===== config.mk =====
export PLATFORM = sky130hd
export DESIGN_NAME = reset_sequencer
export DESIGN_NICKNAME = d
export VERILOG_FILES = /design/src/rtl/reset_sequencer.sv
export SDC_FILE = /design/constraint.sdc
export NUM_CORES = 1
export LEC_CHECK = 0
export CAP_MARGIN = 15
export CORE_MARGIN = 3
export CORE_UTILIZATION = 40
export CTS_CLUSTER_SIZE = 14
export DETAILED_ROUTE_END_ITERATION = 10
export DONT_BUFFER_PORTS = 1
export GPL_TIMING_DRIVEN = 0
export PLACE_DENSITY_LB_ADDON = 0.08
export SYNTH_ARGS = -nofsm -noshare
export SYNTH_HDL_FRONTEND = slang
export SYNTH_SLANG_ARGS = --single-unit
export TNS_END_PERCENT = 5

===== constraint.sdc =====
create_clock -name clk -period 4.7 [get_ports clk]
set_input_delay 0.47 -clock clk [delete_from_list [all_inputs] [get_ports clk]]
set_output_delay 0.47 -clock clk [all_outputs]
set_load 0.02 [all_outputs]

===== src/rtl/reset_sequencer.sv =====
// reset_sequencer
// Orders and stretches the MKIO core, transmitter and receiver resets behind the
// synchronized board reset. All three resets are held until the PLL locks, then
// released core -> TX -> RX with a fixed gap between each release. Loss of lock or a
// software request re-enters HOLD. Repeated lock timeouts latch FAULT until a
// software request or a board reset clears it.
//
// The edge on which rst_n is first sampled high still behaves as a reset edge. That
// edge is therefore the HOLD entry edge, and WAIT_LOCK is reached HOLD_CYC edges
// later. This matches the HOLD timing used after a soft request or a lock loss.

module reset_sequencer #(
  parameter int HOLD_CYC     = 16,
  parameter int LOCK_TIMEOUT = 4096,
  parameter int STEP_CYC     = 8,
  parameter int RETRY_MAX    = 3
) (
  input  logic       clk,
  input  logic       rst_n,
  input  logic       pll_locked,
  input  logic       soft_rst_req,
  output logic       core_rst,
  output logic       tx_rst,
  output logic       rx_rst,
  output logic       ready,
  output logic       fault,
  output logic [2:0] state_o
);

  localparam int MAX_HL  = (HOLD_CYC > LOCK_TIMEOUT) ? HOLD_CYC : LOCK_TIMEOUT;
  localparam int MAX_CYC = (MAX_HL > STEP_CYC) ? MAX_HL : STEP_CYC;
  localparam int CNT_W   = $clog2(MAX_CYC) + 1;
  localparam int RTY_W   = $clog2(RETRY_MAX) + 1;

  localparam logic [CNT_W-1:0] HOLD_LAST = CNT_W'(HOLD_CYC - 1);
  localparam logic [CNT_W-1:0] LOCK_LAST = CNT_W'(LOCK_TIMEOUT - 1);
  localparam logic [CNT_W-1:0] STEP_LAST = CNT_W'(STEP_CYC - 1);
  localparam logic [RTY_W-1:0] RTY_LIMIT = RTY_W'(RETRY_MAX);
  localparam logic [CNT_W-1:0] CNT_ZERO  = {CNT_W{1'b0}};
  localparam logic [CNT_W-1:0] CNT_ONE   = {{(CNT_W-1){1'b0}}, 1'b1};
  localparam logic [RTY_W-1:0] RTY_ZERO  = {RTY_W{1'b0}};
  localparam logic [RTY_W-1:0] RTY_ONE   = {{(RTY_W-1){1'b0}}, 1'b1};

  typedef enum logic [2:0] {
    ST_HOLD      = 3'd0,
    ST_WAIT_LOCK = 3'd1,
    ST_REL_CORE  = 3'd2,
    ST_REL_TX    = 3'd3,
    ST_REL_RX    = 3'd4,
    ST_RUN       = 3'd5,
    ST_FAULT     = 3'd6
  } state_t;

  state_t           state;
  state_t           state_nxt;
  logic [CNT_W-1:0] cnt;
  logic [CNT_W-1:0] cnt_nxt;
  logic [RTY_W-1:0] retry_cnt;
  logic [RTY_W-1:0] retry_nxt;
  logic [RTY_W-1:0] retry_inc;
  logic             rst_q;
  logic             lock_lost;
  logic             core_rst_nxt;
  logic             tx_rst_nxt;
  logic             rx_rst_nxt;
  logic             ready_nxt;
  logic             fault_nxt;

  assign state_o   = state;
  assign retry_inc = retry_cnt + RTY_ONE;

  // Remember whether rst_n was high on the previous edge so the release edge acts as reset.
  always_ff @(posedge clk) begin
    if (!rst_n) begin
      rst_q <= 1'b0;
    end else begin
      rst_q <= 1'b1;
    end
  end

  // Lock loss only matters once at least one reset has been released.
  always_comb begin
    lock_lost = 1'b0;
    case (state)
      ST_REL_CORE,
      ST_REL_TX,
      ST_REL_RX,
      ST_RUN:  lock_lost = ~pll_locked;
      default: lock_lost = 1'b0;
    endcase
  end

  // Next-state, counter and retry logic; soft request beats lock loss beats timers.
  always_comb begin
    state_nxt = state;
    cnt_nxt   = cnt;
    retry_nxt = retry_cnt;
    if (soft_rst_req) begin
      state_nxt = ST_HOLD;
      cnt_nxt   = CNT_ZERO;
      retry_nxt = RTY_ZERO;
    end else if (lock_lost) begin
      state_nxt = ST_HOLD;
      cnt_nxt   = CNT_ZERO;
    end else begin
      case (state)
        ST_HOLD: begin
          if (cnt == HOLD_LAST) begin
            state_nxt = ST_WAIT_LOCK;
            cnt_nxt   = CNT_ZERO;
          end else begin
            cnt_nxt = cnt + CNT_ONE;
          end
        end
        ST_WAIT_LOCK: begin
          if (pll_locked) begin
            state_nxt = ST_REL_CORE;
            cnt_nxt   = CNT_ZERO;
          end else if (cnt == LOCK_LAST) begin
            retry_nxt = retry_inc;
            cnt_nxt   = CNT_ZERO;
            if (retry_inc == RTY_LIMIT) begin
              state_nxt = ST_FAULT;
            end else begin
              state_nxt = ST_HOLD;
            end
          end else begin
            cnt_nxt = cnt + CNT_ONE;
          end
        end
        ST_REL_CORE: begin
          if (cnt == STEP_LAST) begin
            state_nxt = ST_REL_TX;
            cnt_nxt   = CNT_ZERO;
          end else begin
            cnt_nxt = cnt + CNT_ONE;
          end
        end
        ST_REL_TX: begin
          if (cnt == STEP_LAST) begin
            state_nxt = ST_REL_RX;
            cnt_nxt   = CNT_ZERO;
          end else begin
            cnt_nxt = cnt + CNT_ONE;
          end
        end
        ST_REL_RX: begin
          if (cnt == STEP_LAST) begin
            state_nxt = ST_RUN;
            cnt_nxt   = CNT_ZERO;
            retry_nxt = RTY_ZERO;
          end else begin
            cnt_nxt = cnt + CNT_ONE;
          end
        end
        ST_RUN: begin
          state_nxt = ST_RUN;
          cnt_nxt   = CNT_ZERO;
        end
        ST_FAULT: begin
          state_nxt = ST_FAULT;
          cnt_nxt   = CNT_ZERO;
        end
        default: begin
          state_nxt = ST_HOLD;
          cnt_nxt   = CNT_ZERO;
        end
      endcase
    end
  end

  // Decode the outputs from the next state so they update on the same edge as state.
  always_comb begin
    core_rst_nxt = 1'b1;
    tx_rst_nxt   = 1'b1;
    rx_rst_nxt   = 1'b1;
    ready_nxt    = 1'b0;
    fault_nxt    = 1'b0;
    case (state_nxt)
      ST_REL_CORE: begin
        core_rst_nxt = 1'b0;
      end
      ST_REL_TX: begin
        core_rst_nxt = 1'b0;
        tx_rst_nxt   = 1'b0;
      end
      ST_REL_RX: begin
        core_rst_nxt = 1'b0;
        tx_rst_nxt   = 1'b0;
        rx_rst_nxt   = 1'b0;
      end
      ST_RUN: begin
        core_rst_nxt = 1'b0;
        tx_rst_nxt   = 1'b0;
        rx_rst_nxt   = 1'b0;
        ready_nxt    = 1'b1;
      end
      ST_FAULT: begin
        fault_nxt = 1'b1;
      end
      default: begin
        core_rst_nxt = 1'b1;
        tx_rst_nxt   = 1'b1;
        rx_rst_nxt   = 1'b1;
      end
    endcase
  end

  // State, counters and registered outputs; the rst_n release edge is still a reset edge.
  always_ff @(posedge clk) begin
    if (!rst_n || !rst_q) begin
      state     <= ST_HOLD;
      cnt       <= CNT_ZERO;
      retry_cnt <= RTY_ZERO;
      core_rst  <= 1'b1;
      tx_rst    <= 1'b1;
      rx_rst    <= 1'b1;
      ready     <= 1'b0;
      fault     <= 1'b0;
    end else begin
      state     <= state_nxt;
      cnt       <= cnt_nxt;
      retry_cnt <= retry_nxt;
      core_rst  <= core_rst_nxt;
      tx_rst    <= tx_rst_nxt;
      rx_rst    <= rx_rst_nxt;
      ready     <= ready_nxt;
      fault     <= fault_nxt;
    end
  end

endmodule


Word-level counts from Yosys, hierarchy flattened. Cells that the tools add are included.

$add $sub $neg: 2. Equal/unequal tests: 18. Multiplexer cells: 26. Bitwise logic cells: 2. Reduce and logical (&&, ||, !) cells: 13.

Operators by type and width (number): 13-bit 2-to-1 mux (4); 13-bit case mux with 3 select lines (1); 3-bit 2-to-1 mux (12); 3-bit case mux with 7 select lines (1); 3-bit equality test, second input constant (6); 3-bit by 2-bit equality test with 1-bit output, second input constant (5); 13-bit by 1-bit adder with 13-bit output, second input constant (1); 13-bit by 12-bit equality test with 1-bit output, second input constant (1); 13-bit by 3-bit equality test with 1-bit output, second input constant (1); 13-bit by 4-bit equality test with 1-bit output, second input constant (1); 3-bit OR reduction (3); 4-bit OR reduction (2); 1-bit 2-to-1 mux (7); 2-bit inequality test, second input constant (3); 3-bit case mux with 2 select lines (1); 5-bit AND reduction (1); 2-bit OR reduction (2); 3-bit by 1-bit adder with 3-bit output, second input constant (1); 3-bit by 1-bit equality test with 1-bit output, second input constant (1); 3-bit logical NOT (1); 1-bit logical NOT (2); 1-bit inverter (2); 2-bit nonzero test (1); 1-bit logical OR (1).

Register bits: 25. Bits of input ports: 4. Output and inout bits: 8. Word-level logic and storage cells: 70.

Longest topological paths before layout.
Depth in word-level cells: 11. Mapped depth: 7. Mapped depth without buffers: 6.

Worst setup path after synthesis. OpenSTA, ideal clock, no wires.

Path type: reg2reg. Start point: register cnt[0]. End point: register retry_cnt[0]. Setup time: 0.070 ns. Arrival time: 1.993 ns. Required time: 4.630 ns. Setup slack: 2.637 ns. Cell stages (with the launch flop): 7. Buffers on the path: 0. Period minus slack after synthesis: 2.063 ns. Cells stage by stage: dfxtp_1 -> ha_1 -> nand4_2 -> or4_4 -> or4_4 -> nand2b_4 -> a21oi_1.

Longest elaborated chain between the ends: 3. Elaborated cells on any way between the ends: 5. Those cells by class: eq/ne: 4; reduce/logical: 1.

RTL lines: start, declared (line 56) `logic [CNT_W-1:0] cnt;`; start signal, assigned (line 222) `cnt <= cnt_nxt;`; 13-bit by 3-bit equality test with 1-bit output or 13-bit by 12-bit equality test with 1-bit output (tied branches) (line 148, 119); 2-bit inequality test (no source line); 5-bit AND reduction (no source line) *; end signal, assigned (line 223) `retry_cnt <= retry_nxt;`; end, declared (line 58) `logic [RTY_W-1:0] retry_cnt;`.

Mark *: on every way between the ends. The rest lies on a longest branch, timed or not. A chain may end at the register's enable or synchronous reset.

Worst setup path in the final report.
Start point: register state[2] (netlist: state_o[2]). End point: register cnt[8].

Longest elaborated chain between the ends: 4. Elaborated cells on any way between the ends: 11. Those cells by class: eq/ne: 5; mux: 2; reduce/logical: 4.

RTL lines: start, declared (line 54) `state_t state;`; start signal, assigned (line 221) `state <= state_nxt;`; 3-bit equality test, or another cell as far along (line 84, 106); 4-bit OR reduction (line 84) `case (state)`; 1-bit 2-to-1 mux (line 84); 3-bit OR reduction (no source line).

Several ways; a longest one is shown, not always the timed one.

==> results_tabular.tex <==
\begin{tabular}{lr}
\hline
Metric & Value \\
\hline
\multicolumn{2}{l}{\textbf{Timing}} \\
\quad Setup violation total in the final timing report & 0 \\
\quad Total negative slack for setup checks & 0 ps \\
\quad Setup repair after global routing missed its margin & no \\
\quad Worst slew pin tran & approximately 640 ps \\
\quad Final Hold Viols & 0 \\
\quad Worst Clk Skew & approximately 6.7 ps \\
\quad Timing-limited maximum frequency & slightly below 400 MHz \\
\quad Minimum period implied by the final worst setup slack & 2530 ps \\
\quad Share of the cycle needed by the critical path after routing & between 50\% and 60\% \\
\quad Worst slew margin relative to its limit & a little under three fifths \\
\quad Slew Limit Fails & 0 \\
\multicolumn{2}{l}{\textbf{Yosys}} \\
\quad Post-synthesis register bit count & 25 \\
\quad Synthesized area divided by synthesized cell count & around 8.6 um2 \\
\quad Post-Synthesis Cells & 152 \\
\quad Share of flip-flops with an asynchronous set or reset & 0\% \\
\quad Post-Synthesis Net Count & about 160 \\
\quad Number of flops mapped to enable cells by yosys & 0 \\
\quad Top FF cell, synth & sky130\_fd\_sc\_hd\_\_dfxtp\_1 \\
\quad Cell variety after synth & 44 \\
\quad Post-Syn Area & between 1000 and 1500 um2 \\
\quad Sequential fraction of the synthesis area & about two fifths \\
\quad Synth Warn \# & 0 \\
\multicolumn{2}{l}{\textbf{Route}} \\
\quad Highest layer used for signal routing & met4 \\
\quad Initial DRT Pass Iterations & 4 \\
\quad Post-Route WL & 2.68 mm \\
\quad Routed length on met2 & 1.22 mm \\
\quad DR WL/cell & roughly 13 um \\
\quad Met3 routed WL & 88 um \\
\quad Mean number of vias per cell & $\sim$5.5 \\
\quad Remaining DRCs & 0 \\
\quad Number of routed nets with antenna violations & 0 \\
\quad Met1 Routed Length & approximately 1.3 mm \\
\quad Iter 0 DRT Violations & 51 \\
\quad Via Count & approximately 1100 \\
\multicolumn{2}{l}{\textbf{Setup path}} \\
\quad Start point of the critical path & state\_o[2] \\
\quad Req. time, crit path & around 5000 ps \\
\quad Startpoint Class & flop \\
\quad Startpoint of the lowest-slack register-to-register path & state\_o[2] \\
\quad FF-to-FF path depth & 7 \\
\quad Type of the setup path with the least slack & flop to flop \\
\quad Setup crit end kind & flop \\
\quad Worst reg-to-reg setup slack & between 2000 and 2500 ps \\
\quad Worst EP arrival & around 2800 ps \\
\quad End of the worst register-to-register path & cnt[8] \\
\quad Highest fanout seen on the critical path & 10 \\
\multicolumn{2}{l}{\textbf{Cells and area}} \\
\quad FF+latch area & 500 um2 \\
\quad Layout net count & about 160 \\
\quad Most common cell after layout, fill and taps aside & sky130\_fd\_sc\_hd\_\_dfxtp\_1 \\
\quad Post-route cell area & about 1400 um2 \\
\quad Area growth from synthesis to final layout & 6.52\% \\
\quad Area of the multi-input gates & roughly 760 um2 \\
\quad Antenna diode instance count & 0 \\
\quad Filler cell count in the final layout & 333 \\
\quad Ratio of cells with drive above 1 in the final layout & 8.33\% \\
\quad Most frequent cells in the layout & 25 x sky130\_fd\_sc\_hd\_\_dfxtp\_1, 20 x sky130\_fd\_sc\_hd\_\_nor2\_1, 9 x sky130\_fd\_sc\_hd\_\_o21ai\_0, 9 x sky130\_fd\_sc\_hd\_\_xnor2\_1, 8 x sky130\_fd\_sc\_hd\_\_nand3\_1 \\
\multicolumn{2}{l}{\textbf{Floorplan}} \\
\quad Number of top-level pins & 12 \\
\quad Initial core utilization & 42.4\% \\
\quad Area of the core & roughly 3100 um2 \\
\quad Horizontal extent of the die & roughly 63 um \\
\quad Vertical die dimension & around 63 um \\
\quad Area enclosed by the die boundary & between 3000 and 4000 um2 \\
\quad Number of rows created at floorplan & 20 \\
\multicolumn{2}{l}{\textbf{Clock tree}} \\
\quad Number of gates resized after CTS & 0 \\
\quad CTS tree & done \\
\quad Count of H-tree levels built during CTS & 1 \\
\quad Number of buffers inserted during clock tree synthesis & 3 \\
\quad Clock root buffer & sky130\_fd\_sc\_hd\_\_clkbuf\_4 \\
\quad Maximum root-to-sink buffer count & 2 \\
\quad CTS clk-pin slew, worst paths & between 100 and 150 ps \\
\quad Number of sinks driven by the clock tree & 25 \\
\quad Number of buffers inserted to repair setup after CTS & 0 \\
\quad CTS hold repair buffers & 0 \\
\quad Clock latency on the worst-skew pair & 320 ps \\
\multicolumn{2}{l}{\textbf{Global routing}} \\
\quad Global-route wire length before repair & about 4.5 mm \\
\quad Vias in the first global route & around 1000 \\
\quad Global-route total usage across every layer & between 10 and 15\% \\
\quad Antenna violations before repair & 0 \\
\quad Total overflow reported by the global router & 0 \\
\quad Largest net degree at the start of global routing & 16 \\
\multicolumn{2}{l}{\textbf{Worst hold path}} \\
\quad Number of instances on the worst hold path & 0 \\
\quad Endpoint, Worst Hold & rst\_q \\
\quad Min-Delay Startpoint & rst\_n \\
\quad Type of the worst min-delay path & input pin to flop \\
\multicolumn{2}{l}{\textbf{Pwr}} \\
\quad Power density over cell area & approximately 230 nW/um2 \\
\quad Overall power & about 0.32 mW \\
\quad Maximum resistive drop on vdd & about 0.00012 V \\
\quad Total leakage power & roughly 0.45 nW \\
\multicolumn{2}{l}{\textbf{Flow run}} \\
\quad Max Cap Viol & 0 \\
\multicolumn{2}{l}{\textbf{Place}} \\
\quad Count of input and output buffers & 0 \\
\quad Area of placed instances & 1360 um2 \\
\quad Final HPWL DP & between 2 and 2.5 mm \\
\quad Global placement routability congestion & between 0.8 and 0.9 \\
\multicolumn{2}{l}{\textbf{Status}} \\
\quad Result of the run & finished clean \\
\hline
\end{tabular}
[routing by layer]
metal | up-vias | track usage (%)
met5 | - | 0
met4 | 0 | 7.16
met3 | 6 | 3.39
met2 | 17 | 23.5
met1 | 513 | 16.6
li1 | 559 | -
[registers in the layout, summed over array words and instances (netlist names)]
| register | flops |
|---|---|
| retry_cnt | 3 |
| state_o | 3 |
| rst_q | 1 |
| ready | 1 |
| tx_rst | 1 |
| fault | 1 |
| cnt | 13 |
| rx_rst | 1 |
| core_rst | 1 |
[how the worst max path moves through the flow]
stage                               to  slack [ps]  cells after the start
after CTS                       cnt[8]        2090                      7
after global placement          cnt[8]        2220                      7
final                           cnt[8]        2170                      7
after floorplan           retry_cnt[0]        2640                      6
after global routing            cnt[6]        1940                      7
after detailed placement        cnt[2]        2120                      7
[synth_stat cells (2+ instances only)]
| library cell | instances | area, um2 |
|---|---|---|
| sky130_fd_sc_hd__nand3_1 | 8 | 40.0 |
| sky130_fd_sc_hd__o21a_1 | 3 | 22.5 |
| sky130_fd_sc_hd__nand3b_1 | 2 | 15.0 |
| sky130_fd_sc_hd__clkbuf_1 | 6 | 22.5 |
| sky130_fd_sc_hd__nor4b_1 | 2 | 17.5 |
| sky130_fd_sc_hd__xor2_1 | 3 | 26.3 |
| sky130_fd_sc_hd__or3_1 | 2 | 12.5 |
| sky130_fd_sc_hd__o21ai_0 | 9 | 45.0 |
| sky130_fd_sc_hd__nor3_1 | 6 | 30.0 |
| sky130_fd_sc_hd__a21oi_1 | 7 | 35.0 |
| sky130_fd_sc_hd__o211ai_1 | 2 | 15.0 |
| sky130_fd_sc_hd__dfxtp_1 | 25 | 500 |
| sky130_fd_sc_hd__nor2_1 | 20 | 75.1 |
| sky130_fd_sc_hd__inv_1 | 6 | 22.5 |
| sky130_fd_sc_hd__nand4_1 | 3 | 18.8 |
| sky130_fd_sc_hd__xnor2_1 | 9 | 78.8 |
| sky130_fd_sc_hd__or4_4 | 2 | 22.5 |
| sky130_fd_sc_hd__nor2b_1 | 2 | 12.5 |
| sky130_fd_sc_hd__nor4_1 | 2 | 12.5 |
| sky130_fd_sc_hd__nand2_1 | 6 | 22.5 |
| sky130_fd_sc_hd__ha_1 | 3 | 37.5 |
| sky130_fd_sc_hd__and3_1 | 2 | 12.5 |
[final cells by class]
class	count	share of cell area, %
clock inverter	1	0.540
sequential	25	36.0
buffer	6	1.62
multi-input combinational	115	54.6
clock buffer	3	1.62
inverter	6	1.62
tap	44	3.96
[stage by stage]
stage	util [%]	worst slack (ps)	cells	hold slack [ps]
after floorplan	-	2640	152	426
after global placement	44.2	2220	196	439
after detailed placement	44.2	2120	196	450
after CTS	45.2	2090	200	151
after global routing	45.2	1940	200	131
final	45.2	2170	200	164
[cells by family (layout without fill, tap and decap cells)]
| family | Yosys count | count (layout) | share of synthesized area (%) |
|---|---|---|---|
| AO/OA/AOI/OAI | 30 | 30 | 15.3 |
| XOR/XNOR | 12 | 12 | 8.05 |
| adder cells (fa/ha/maj) | 3 | 3 | 2.88 |
| buffers and inverters | 12 | 16 | 3.45 |
| flip-flops | 25 | 25 | 38.4 |
| multiplexers | 1 | 1 | 0.767 |
| AND/OR/NAND/NOR | 69 | 69 | 31.2 |
[power breakdown]
part	total, mW	leakage [nW]	internal [mW]	switching, mW
combinational	0.00560	0.229	0.00188	0.00372
sequential	0.213	0.202	0.213	0.000491
clock	0.0984	0.0139	0.0325	0.0659
[worst max-delay path: stages, from the launching register on]
cell and delay [ps]:
sky130_fd_sc_hd__dfxtp_1 470, sky130_fd_sc_hd__clkbuf_1 350, sky130_fd_sc_hd__clkbuf_1 410, sky130_fd_sc_hd__mux2i_1 150, sky130_fd_sc_hd__a32o_1 280, sky130_fd_sc_hd__o21bai_1 270, sky130_fd_sc_hd__clkbuf_1 390, sky130_fd_sc_hd__nor2_1 90
(Power assumes the default switching activity.)
==> patch 1 (same settings) <==
Set the parameter `LOCK_TIMEOUT` to 8192 (it was 4096).
--- a/src/rtl/reset_sequencer.sv
+++ b/src/rtl/reset_sequencer.sv
@@ -11,7 +11,7 @@
 
 module reset_sequencer #(
   parameter int HOLD_CYC     = 16,
-  parameter int LOCK_TIMEOUT = 4096,
+  parameter int LOCK_TIMEOUT = 8192,
   parameter int STEP_CYC     = 8,
   parameter int RETRY_MAX    = 3
 ) (
Formal check against the unedited RTL: same outputs for any inputs over 10 cycles, from zero or initial values; that may be too few to reach the edited logic, so the function may still have changed.
==> patch 1 against the unedited design <==
  * Die area up 3.4%
  * Clock power rose by 14%
  * Design area grew 4.0%
  * Count of clock-buffer cells in the layout is 1 higher
  * Sequential cell count increased by 1
  * Power grew 7.5%
  * Routed wire length is 3.3% higher
  * Worst setup slack gained 260 ps
  * Cell count grew 1.5%
  * Area after synthesis up 3.7%
  * Clock skew down 1.4 ps
==> patch 1: results (changes against the unedited design) <==
- Dpl hpwl: 2098 um (was 2052 um)
- Gate Count Post-Synth: 155 (was 152)
- Status: finished clean (unchanged).
- Non-clock inverters: 4 (was 6)
- The worst clock skew on the final layout came to 5.258 ps (was 6.665 ps).
* Number of clock buffers in the layout: 4 (was 3)
- The largest net degree at the start of global routing is 15 (was 16).
- The sequential cell area fraction in the yosys report came to 0.3845 (was 0.3835).
* Flip-flop and latch share of the layout cell area: 0.3602 (was 0.3600)
* Layout sequential cell count: 26 (was 25)
- The first-pass GRT wire length was 4864 um (was 4498 um).
- The synthesized net count is 162 (was 159).
- Routability congestion estimate: 0.8682 (was 0.8392)
- The number of inserted filler cells in the final layout is 312 (was 333).
- The family with the most delay on the worst path is simple AND/OR/NAND/NOR gates (was buffers and inverters).
- Number of multi-input combinational cells in the layout: 120 (was 115)
- The clock-cell share of area is 0.02511 (was 0.02160).
* Slew of the pin with the lowest slew margin: 689.7 ps (was 636.2 ps)
* Share of the final layout cell area in multi-input gates: 0.5498 (was 0.5464)
- The largest incremental delay on the critical path was 690 ps (was 470 ps).
- The total vias in the final route was 1140 (was 1095).
* Iteration-0 DRC count of the detailed router: 64 (was 51)
- Maximum vdd ir drop: 0.1570 mV (was 0.1171 mV)
* Unique cell type count in the Yosys netlist: 46 (was 44)
* Global-route usage over all layers: 0.1474 (was 0.1402)
patch 1: cell types whose count changed after synthesis, sizes merged, moves of 4 or more:
cell and delta:
a21oi -4, nand2 +6, nor2 -6, nor3 +10, o21ai -6, xor2 +4
patch 1: kinds of logic (layout without fill, tap and decap cells):
kind of cell,count (synthesis),in the layout,share of synthesized area
and+or+nand+nor,81,81,0.3420
DFF,26,26,0.3845
AOI/OAI and AO/OA,22,22,0.1257
xor gates and xnor gates,13,13,0.08410
buffers and inverters,9,13,0.02865
adders and majority gates,3,3,0.02773
muxes,1,1,0.007394
patch 1: through the flow:
step	area (um2)	hold WS, ps	setup slack, ps
2_1_floorplan	1354	439.9	2769
3_3_place_gp	1409	463.4	2484
3_5_place_dp	1409	467.1	2477
4_1_cts	1445	143.7	2460
5_1_grt	1445	122.9	2250
6_report	1445	167.0	2422
patch 1: report_power, final:
part	internal [W]	total [W]	leakage (nW)	switching (W)
sequential	0.000221	0.000222	0.210	0.000000537
clock	0.0000474	0.000112	0.0210	0.0000650
combinational	0.00000242	0.00000684	0.264	0.00000442
total	0.000271	0.000341	0.495	0.0000699
patch 1: path summary, 6_finish.rpt:
path	cells past startpoint	slack (ps)	start	end
setup / recovery	7	2420	cnt[0]	cnt[3]
hold / removal	0	170	rst_n	rst_q
setup reg to reg	7	2420	cnt[0]	cnt[3]
hold reg to reg	2	500	retry_cnt[1]	retry_cnt[1]
patch 1: routing by layer:
metal | vias to the layer above | GRT usage | share of wire
li1 | 573 | - | -
met2 | 28 | 0.2168 | 0.45
met3 | 2 | 0.04569 | 0.048
met4 | 0 | 0.03166 | 0.0069
met1 | 537 | 0.2101 | 0.50
met5 | - | 0 | 0
==> patch 2 (config.mk and constraints unchanged) <==
Made on the original files. Put one more register stage on the output `fault`, cleared by the reset. The value now appears one clock later. The other outputs are not delayed to match.
--- a/src/rtl/reset_sequencer.sv
+++ b/src/rtl/reset_sequencer.sv
@@ -51,6 +51,8 @@
     ST_FAULT     = 3'd6
   } state_t;
 
+  logic fault_s0;
+
   state_t           state;
   state_t           state_nxt;
   logic [CNT_W-1:0] cnt;
@@ -216,7 +218,7 @@
       tx_rst    <= 1'b1;
       rx_rst    <= 1'b1;
       ready     <= 1'b0;
-      fault     <= 1'b0;
+      fault_s0  <= 1'b0;
     end else begin
       state     <= state_nxt;
       cnt       <= cnt_nxt;
@@ -225,7 +227,15 @@
       tx_rst    <= tx_rst_nxt;
       rx_rst    <= rx_rst_nxt;
       ready     <= ready_nxt;
-      fault     <= fault_nxt;
+      fault_s0  <= fault_nxt;
+    end
+  end
+
+  always_ff @(posedge clk) begin
+    if (!rst_n) begin
+      fault <= '0;
+    end else begin
+      fault <= fault_s0;
     end
   end
 
Formal check against the unedited RTL: same outputs for any inputs over 10 cycles, from zero or initial values and one cycle with rst_n low; that may be too few to reach the edited logic, so the function may still have changed.
==> patch 2 against the unedited design <==
  * Design area shrank 3.0%
  * Area after synthesis shrank 2.4%
  * Clock skew is essentially flat
  * Worst setup slack gained 190 ps
  * Power grew 1.0%
  * Sequential cell count grew 1
  * Routed wire length shrank 15%
  * Critical path type unchanged
==> patch 2: results (changes against the unedited design) <==
- The via count of the first global-routing pass is 923 (was 999).
* Leakage dissipation: 0.4350 nW (was 0.4451 nW)
* Fin nets: 157 (was 164)
- The fraction of area in multi-input gates is 0.5223 (was 0.5464).
* Portion of netlist area occupied by mux cells: 0.007859 (was 0.007670)
- The global routing met3 resource utilization came to 0.02158 (was 0.03387).
- The met2 routing resource usage after global routing was 0.1891 (was 0.2345).
- Count of non-filler cells in the finished layout: 190 (was 200)
* Cell with the largest stage delay on the worst path: or4b_1 (was dfxtp_1)
- Cell family with most CP delay: simple AND/OR/NAND/NOR gates (was buffers and inverters)
- Share of flip-flops with an asynchronous set or reset after synthesis: 0 (unchanged)
* Largest clock skew in the final design: 6.683 ps (was 6.665 ps)
* Crit path capture: retry_cnt[2] (was cnt[8])
* Total detailed-routing wirelength: 2270 um (was 2680 um)
* Final non-clock buffer share: 0.02505 (was 0.01620)
- Synthesized Nets: 152 (was 159)
- Via Count: 972 (was 1095)
* Synth Area per Inst: 8.784 um2 (was 8.586 um2)
- The launch instance of the worst register-to-register path is cnt[0] (was state_o[2]).
* Global-route wire length before repair: 4091 um (was 4498 um)
- Routability congestion estimate: 0.8834 (was 0.8392)
- The met1 usage in global routing is 0.1740 (was 0.1656).
- The largest net degree at the start of global routing was 14 (was 16).
- The detailed-routed wire length on met3 came to 43 um (was 88 um).
- The count of routing violations after the opening detailed-route iteration is 41 (was 51).
* Critical Path RT: 4960 ps (was 4910 ps)
- The post-synthesis share of cell area spent on full adders, half adders and majority gates came to 0.03733 (was 0.02876).
* Clock tree cell share of total cell area: 0.01670 (was 0.02160)
* Unique cell type count in the Yosys netlist: 41 (was 44)
- Count of filler cells inserted in the layout: 312 (was 333)
* Min Clock Period, post-route: 2339 ps (was 2534 ps)
- The number of combinational gates with multiple inputs is 109 (was 115).
* Global-route usage over all layers: 0.1283 (was 0.1402)
- Maximum vdd ir drop: 0.1076 mV (was 0.1171 mV)
* Status: finished clean (unchanged)
- The wire length on met2 was 984 um (was 1215 um).
- Register-to-Register Setup Slack: 2360 ps (was 2170 ps)
- Top post-synthesis cells by count: 26 x dfxtp_1, 26 x nor2_1, 8 x a21oi_1, 8 x nand3_1, 8 x xnor2_1 (was 25 x dfxtp_1, 20 x nor2_1, 9 x o21ai_0, 9 x xnor2_1, 8 x nand3_1)
- The half-perimeter wire length after placement came to 1704 um (was 2052 um).
* Area share of xor/xnor cells in the synthesized design: 0.08939 (was 0.08054)
- Max-slew headroom: 0.7208 (was 0.5699)
- The clock sink count was 26 (was 25).
==> patch 2: cell types whose count changed after synthesis, moves of 3 or more <==
cell,unedited run,this run
o21ai_0,9,4
nor2_1,20,26
nand2b_1,1,4
buf_2,0,3
clkbuf_1,6,2
nor3_1,6,2
==> patch 2: worst min-delay path by stage <==
stage / to / slack (ps) / cells after the start
final: rst_q / 170 / 0
after global routing: rst_q / 140 / 0
after CTS: rst_q / 150 / 0
after detailed placement: fault / 420 / 1
after global placement: fault / 420 / 1
after floorplan: fault / 410 / 1
==> patch 2: metrics by stage <==
step	area, um2	total power [W]
after floorplan	1274	0.0002311
after global placement	1326	0.0002324
after detailed placement	1326	0.0002324
after CTS	1349	0.0003253
after global routing	1349	0.0003372
final	1349	0.0003206
==> patch 2: power breakdown <==
group          internal (W)  switching, W
clock network     0.0000301     0.0000631
registers          0.000221   0.000000519
logic            0.00000229    0.00000334
